===== src/rtl/vga_timing_pkg.sv =====
// Shared 640x480@60 timing constants and chessboard geometry for vga_timing_gen.
package vga_timing_pkg;

    localparam int unsigned H_TOTAL  = 800;
    localparam int unsigned V_TOTAL  = 525;
    localparam int unsigned HS_START = 656;
    localparam int unsigned HS_END   = 751;
    localparam int unsigned VS_START = 490;
    localparam int unsigned VS_END   = 491;

    localparam int unsigned H_VISIBLE_DEF = 640;
    localparam int unsigned V_VISIBLE_DEF = 480;
    localparam int unsigned BOARD_X0_DEF  = 80;
    localparam int unsigned SQ_SIZE_DEF   = 60;

    localparam int unsigned CW = 10;

    typedef logic [CW-1:0] coord_t;

    typedef struct packed {
        logic [2:0] idx;
        logic [5:0] off;
    } sq_pos_t;

    function automatic logic in_range(coord_t v, coord_t lo, coord_t hi);
        return (v >= lo) && (v <= hi);
    endfunction

endpackage


===== src/rtl/vga_sq_tracker.sv =====
// Incremental square index/offset tracker for one axis; saturates at square 7, last offset.
module vga_sq_tracker
    import vga_timing_pkg::*;
#(
    parameter int unsigned START   = 0,
    parameter int unsigned SQ_SIZE = SQ_SIZE_DEF
) (
    input  logic    clk,
    input  logic    rst_n,
    input  coord_t  i_coord_next,
    input  logic    i_step,
    output sq_pos_t o_pos
);

    localparam coord_t     START_C  = coord_t'(START);
    localparam logic [5:0] LAST_OFF = 6'(SQ_SIZE - 1);

    sq_pos_t r_pos;
    logic    w_before;
    logic    w_restart;

    if (START > 0) begin : g_lead
        assign w_before = (i_coord_next < START_C);
    end else begin : g_no_lead
        assign w_before = 1'b0;
    end

    assign w_restart = (i_coord_next == '0) || (i_coord_next == START_C);

    always_ff @(posedge clk or negedge rst_n) begin
        if (!rst_n) begin
            r_pos <= '0;
        end else if (w_restart) begin
            r_pos <= '0;
        end else if (i_step && !w_before) begin
            if (r_pos.off != LAST_OFF) begin
                r_pos.off <= r_pos.off + 6'd1;
            end else if (r_pos.idx != 3'd7) begin
                // Past square 7 the position holds until the next restart.
                r_pos.idx <= r_pos.idx + 3'd1;
                r_pos.off <= '0;
            end
        end
    end

    assign o_pos = r_pos;

endmodule


===== src/rtl/vga_timing_gen.sv =====
// 640x480 VGA raster timing with registered, zero-skew outputs.
// Square tracking for the 8x8 board is built only when VGA_SQUARE_COORD_EN is defined.
module vga_timing_gen
    import vga_timing_pkg::*;
#(
    parameter int unsigned H_VISIBLE = H_VISIBLE_DEF,
    parameter int unsigned V_VISIBLE = V_VISIBLE_DEF,
    parameter int unsigned BOARD_X0  = BOARD_X0_DEF,
    parameter int unsigned SQ_SIZE   = SQ_SIZE_DEF
) (
    input  logic       vga_clk,
    input  logic       reset_n,
    output logic [9:0] DrawX,
    output logic [9:0] DrawY,
    output logic       blank,
    output logic       hs,
    output logic       vs,
    output logic       frame_start,
    output logic [2:0] sq_col,
    output logic [2:0] sq_row,
    output logic [5:0] sq_px,
    output logic [5:0] sq_py,
    output logic       on_board
);

    if ((BOARD_X0 + 8 * SQ_SIZE > H_VISIBLE) || (8 * SQ_SIZE > V_VISIBLE) || (SQ_SIZE > 64))
    begin : g_geom_check
        $error("vga_timing_gen: board does not fit the visible area");
    end

    coord_t r_x;
    coord_t r_y;
    logic   r_blank;
    logic   r_hs;
    logic   r_vs;
    logic   r_frame_start;

    logic   w_x_wrap;
    coord_t w_x_next;
    coord_t w_y_next;

    always_comb begin
        w_x_wrap = (r_x == coord_t'(H_TOTAL - 1));
        w_x_next = w_x_wrap ? '0 : r_x + coord_t'(1);
        w_y_next = r_y;
        if (w_x_wrap) begin
            w_y_next = (r_y == coord_t'(V_TOTAL - 1)) ? '0 : r_y + coord_t'(1);
        end
    end

    // Every flag is computed from the next coordinates so it lands with them.
    always_ff @(posedge vga_clk or negedge reset_n) begin
        if (!reset_n) begin
            r_x           <= '0;
            r_y           <= '0;
            r_blank       <= 1'b1;
            r_hs          <= 1'b1;
            r_vs          <= 1'b1;
            r_frame_start <= 1'b0;
        end else begin
            r_x           <= w_x_next;
            r_y           <= w_y_next;
            r_blank       <= (w_x_next < coord_t'(H_VISIBLE)) && (w_y_next < coord_t'(V_VISIBLE));
            r_hs          <= !in_range(w_x_next, coord_t'(HS_START), coord_t'(HS_END));
            r_vs          <= !in_range(w_y_next, coord_t'(VS_START), coord_t'(VS_END));
            r_frame_start <= (w_x_next == '0) && (w_y_next == '0);
        end
    end

    assign DrawX       = r_x;
    assign DrawY       = r_y;
    assign blank       = r_blank;
    assign hs          = r_hs;
    assign vs          = r_vs;
    assign frame_start = r_frame_start;

`ifdef VGA_SQUARE_COORD_EN
    localparam coord_t BOARD_X1 = coord_t'(BOARD_X0 + 8 * SQ_SIZE);
    localparam coord_t BOARD_Y1 = coord_t'(8 * SQ_SIZE);

    sq_pos_t w_hpos;
    sq_pos_t w_vpos;
    logic    r_on_board;

    vga_sq_tracker #(
        .START   (BOARD_X0),
        .SQ_SIZE (SQ_SIZE)
    ) u_h_trk (
        .clk          (vga_clk),
        .rst_n        (reset_n),
        .i_coord_next (w_x_next),
        .i_step       (1'b1),
        .o_pos        (w_hpos)
    );

    vga_sq_tracker #(
        .START   (0),
        .SQ_SIZE (SQ_SIZE)
    ) u_v_trk (
        .clk          (vga_clk),
        .rst_n        (reset_n),
        .i_coord_next (w_y_next),
        .i_step       (w_x_wrap),
        .o_pos        (w_vpos)
    );

    always_ff @(posedge vga_clk or negedge reset_n) begin
        if (!reset_n) begin
            r_on_board <= 1'b0;
        end else begin
            r_on_board <= (w_x_next >= coord_t'(BOARD_X0)) && (w_x_next < BOARD_X1) &&
                          (w_y_next < BOARD_Y1) &&
                          (w_x_next < coord_t'(H_VISIBLE)) && (w_y_next < coord_t'(V_VISIBLE));
        end
    end

    assign sq_col   = w_hpos.idx;
    assign sq_px    = w_hpos.off;
    assign sq_row   = w_vpos.idx;
    assign sq_py    = w_vpos.off;
    assign on_board = r_on_board;
`else
    assign sq_col   = '0;
    assign sq_px    = '0;
    assign sq_row   = '0;
    assign sq_py    = '0;
    assign on_board = 1'b0;
`endif

endmodule


===== config.mk =====
export PLATFORM = sky130hd
export DESIGN_NAME = vga_timing_gen
export DESIGN_NICKNAME = d
export VERILOG_FILES = /design/src/rtl/vga_timing_pkg.sv /design/src/rtl/vga_sq_tracker.sv /design/src/rtl/vga_timing_gen.sv
export SDC_FILE = /design/constraint.sdc
export NUM_CORES = 1
export LEC_CHECK = 0
export BUFFER_PORTS_ARGS = -buffer_cell sky130_fd_sc_hd__buf_2
export CAP_MARGIN = 20
export CORE_ASPECT_RATIO = 0.7
export CORE_MARGIN = 10
export CORE_UTILIZATION = 40
export DETAILED_ROUTE_END_ITERATION = 8
export PLACE_DENSITY = 0.61
export REMOVE_ABC_BUFFERS = 1
export SETUP_SLACK_MARGIN = 0.15
export SYNTH_ARGS = -nofsm -noshare
export SYNTH_HDL_FRONTEND = slang
export SYNTH_SLANG_ARGS = --single-unit

===== constraint.sdc =====
create_clock -name vga_clk -period 3.72 [get_ports vga_clk]
set_clock_uncertainty 0.05 [all_clocks]
set_input_delay 0.744 -clock vga_clk [delete_from_list [all_inputs] [get_ports vga_clk]]
set_output_delay 0.744 -clock vga_clk [all_outputs]
set_load 0.005 [all_outputs]

==> reports/summary.txt <==
outcome = finished, final reports clean
GRT Total Usage = 0.1042
pwr/cell area = 268.0 nW/um^2
# rows = 18
CTS tree = yes
final antenna-violating net count = 0
routability cong. = 0.8807
clk root buf = clkbuf_8
period utilization = 0.6383
Max clock buf depth = 2
overall routed net length = 3617 um
Critical Path End Type = register
Final setup viols = 0
number of synthesized flops with an enable pin = 0
Primary FF master, synth = dfrtp_1
DIE WIDTH = 94.80 um
post-place instance area = 1633 sq um
most numerous cell in the Yosys netlist = dfrtp_1
first-pass GRT wire length = 5747 um
Final Hold Vio Count = 0
largest area contributor in the netlist = dfrtp_1
post-route insts no fill = 234
Post-synth ARST share = 1.000
largest net degree at the start of global routing = 25
crit-path max FO = 9
CTS clk-pin slew, worst paths = 0.09 ns
DRC violations left = 0
Distinct cells, synth = 47
DRT Pass-1 Iters = 4
wire per inst = 15.46 um
worst vdd ir = 0.1397 mV
Worst EP arrival = 2.52 ns
Sink Count = 24
power share of the clock group = 0.400
synth top area cells = dfrtp_1 34%, buf_4 9.1%, dfstp_2 5.0%
P_int = 0.0003559 W
Yosys top cell area share = 0.3355
vias per inst = 5.047
f_max = 0.4211 GHz
Gate power share = 0.023
critical path required time = 3.86 ns
design area = 1688 sq um
max cap viols = 0
initial cell density of the core = 0.4294
I/O pin count = 45
Period minus WS final = 2.375 ns
GRT overflow = 0
#FFs+latches synth = 24
leakage power = 0.8434 nW
sequential power share = 0.577
Worst-Margin Slew = 0.5415 ns
Fill cells = 356
switching power = 0.00009640 W
synth warn = 0
TritonCTS Buffers = 3
Detailed Place HPWL = 2841 um
drt first-iter violations = 109
max-slew violation count = 0
core area = 3649 sq um
critical path class = register to register
full die area = 6859 sq um
Post-CTS Repair Setup Buffers = 0
worst hold path class = input port to async pin
Fin Hold WS = 0.3910 ns
initial antenna violation count = 0
layout cells sized above 1 = 0.2337
register-to-register setup slack = 1.35 ns
final core occ = 0.4626
Startpoint Class = register
RSZ-0062 raised after global routing = false
Switching Fraction = 0.2132
Die H = 72.36 um
H-tree depth = 1
placed cell count = 230
post-synthesis sequential area ratio = 0.3858
mapped cell area = 1567 sq um
vias in the first global route = 1171
Clock Latency Late Sink = 0.27 ns
Synth top cells by count = 21 x dfrtp_1, 19 x buf_4, 13 x nor2_1
synthesized instance count = 164
Synth Area per Inst = 9.552 sq um
Layout area overhead = 7.748%
hold buffers post-CTS = 0
PortBufs = 25
max_slew headroom = 0.6357
antenna fix cells = 0
via count = 1181
Final Net Count = 191
CTS resizes = 0
setup TNS = 0 ns
-- flip-flops by register name, summed over array words and instances, names as in the netlist --
| signal | flops |
|---|---|
| blank | 1 |
| vs | 1 |
| DrawY | 10 |
| hs | 1 |
| DrawX | 10 |
| frame_start | 1 |
-- layout by cell type, fill, tap and decap left out, types with 2 or more instances in the layout --
cell type	synthesis	layout
a211oi_1	2	2
a21o_1	3	3
a21oi_1	2	2
a311oi_1	2	2
a31oi_1	3	3
and3_1	4	4
and3_2	2	2
and4b_1	3	3
buf_2	6	25
clkbuf_8	0	4
conb_1	1	19
dfrtp_1	21	21
dfstp_2	3	3
ha_1	4	4
inv_1	8	8
mux2i_1	2	2
nand2_1	9	9
nand3_1	7	7
nand4_1	6	6
nor2_1	13	13
nor3_1	4	4
o21ai_0	3	3
o21ai_1	2	2
o31ai_1	2	2
xnor2_1	5	5
xor2_1	7	7
-- power groups by stage --
stage | Combinational (W) | Clock, W | Sequential [W]
final | 0.0000105 | 0.000181 | 0.000261
after global placement | 0.00000975 | 0 | 0.000266
after CTS | 0.00000988 | 0.000184 | 0.000261
after detailed placement | 0.00000990 | 0 | 0.000266
after global routing | 0.0000127 | 0.000195 | 0.000261
after floorplan | 0.00000414 | 0 | 0.000266
-- metrics by stage --
stage / power [W] / worst slack, ns
2_1_floorplan: 0.0002701 / 1.631
3_3_place_gp: 0.0002756 / 1.458
3_5_place_dp: 0.0002758 / 1.391
4_1_cts: 0.0004548 / 1.359
5_1_grt: 0.0004684 / 1.157
6_report: 0.0004523 / 1.345
-- metal layers --
layer  global-route usage  vias up  wire length (um)
met3              0.04008        7               401
met2               0.1543       51              1464
met5                    0        -                 0
met4              0.03477        0                51
met1               0.1353      544              1699
li1                     -      579                 -
-- worst paths after layout --
check	start	to	cells after the start
max	DrawX[0]	blank	7
min	reset_n	DrawX[1]	1
max reg2reg	DrawX[0]	blank	7
min reg2reg	DrawX[0]	DrawX[0]	1
max in group asynchronous	reset_n	vs	1
min in group vga_clk	DrawX[0]	DrawX[0]	1
-- logic make-up (layout without fill, tap and decap cells) --
kind of cell    Yosys count  count (layout)  synth area share
mux                       3               3           0.01997
xor+xnor                 13              13           0.07748
buf+inv                  35              37            0.1398
simple gates             58              58            0.2213
other cells               1              19          0.002394
fa+ha+maj                 4               4           0.03195
flops                    24              24            0.3858
compound gates           26              26            0.1214
-- area by class of cell --
| class | count | area (sq um) | area share |
|---|---|---|---|
| Timing Repair Buffer | 25 | 125.1 | 0.07413 |
| Clock buffer | 4 | 55.05 | 0.03262 |
| Inverter | 8 | 30.03 | 0.01779 |
| Tap cell | 50 | 62.56 | 0.03706 |
| Sequential cell | 24 | 604.3 | 0.3580 |
| Multi-Input combinational cell | 123 | 810.8 | 0.4804 |
-- critical path, cell delays in order, from the launching register on --
cell and delay, ns:
dfrtp_1 0.44, ha_1 0.24, and3_1 0.26, and3_1 0.42
nand4_4 0.15, xor2_2 0.22, and4b_1 0.25, a221oi_2 0.26
(Power assumes the default switching activity.)
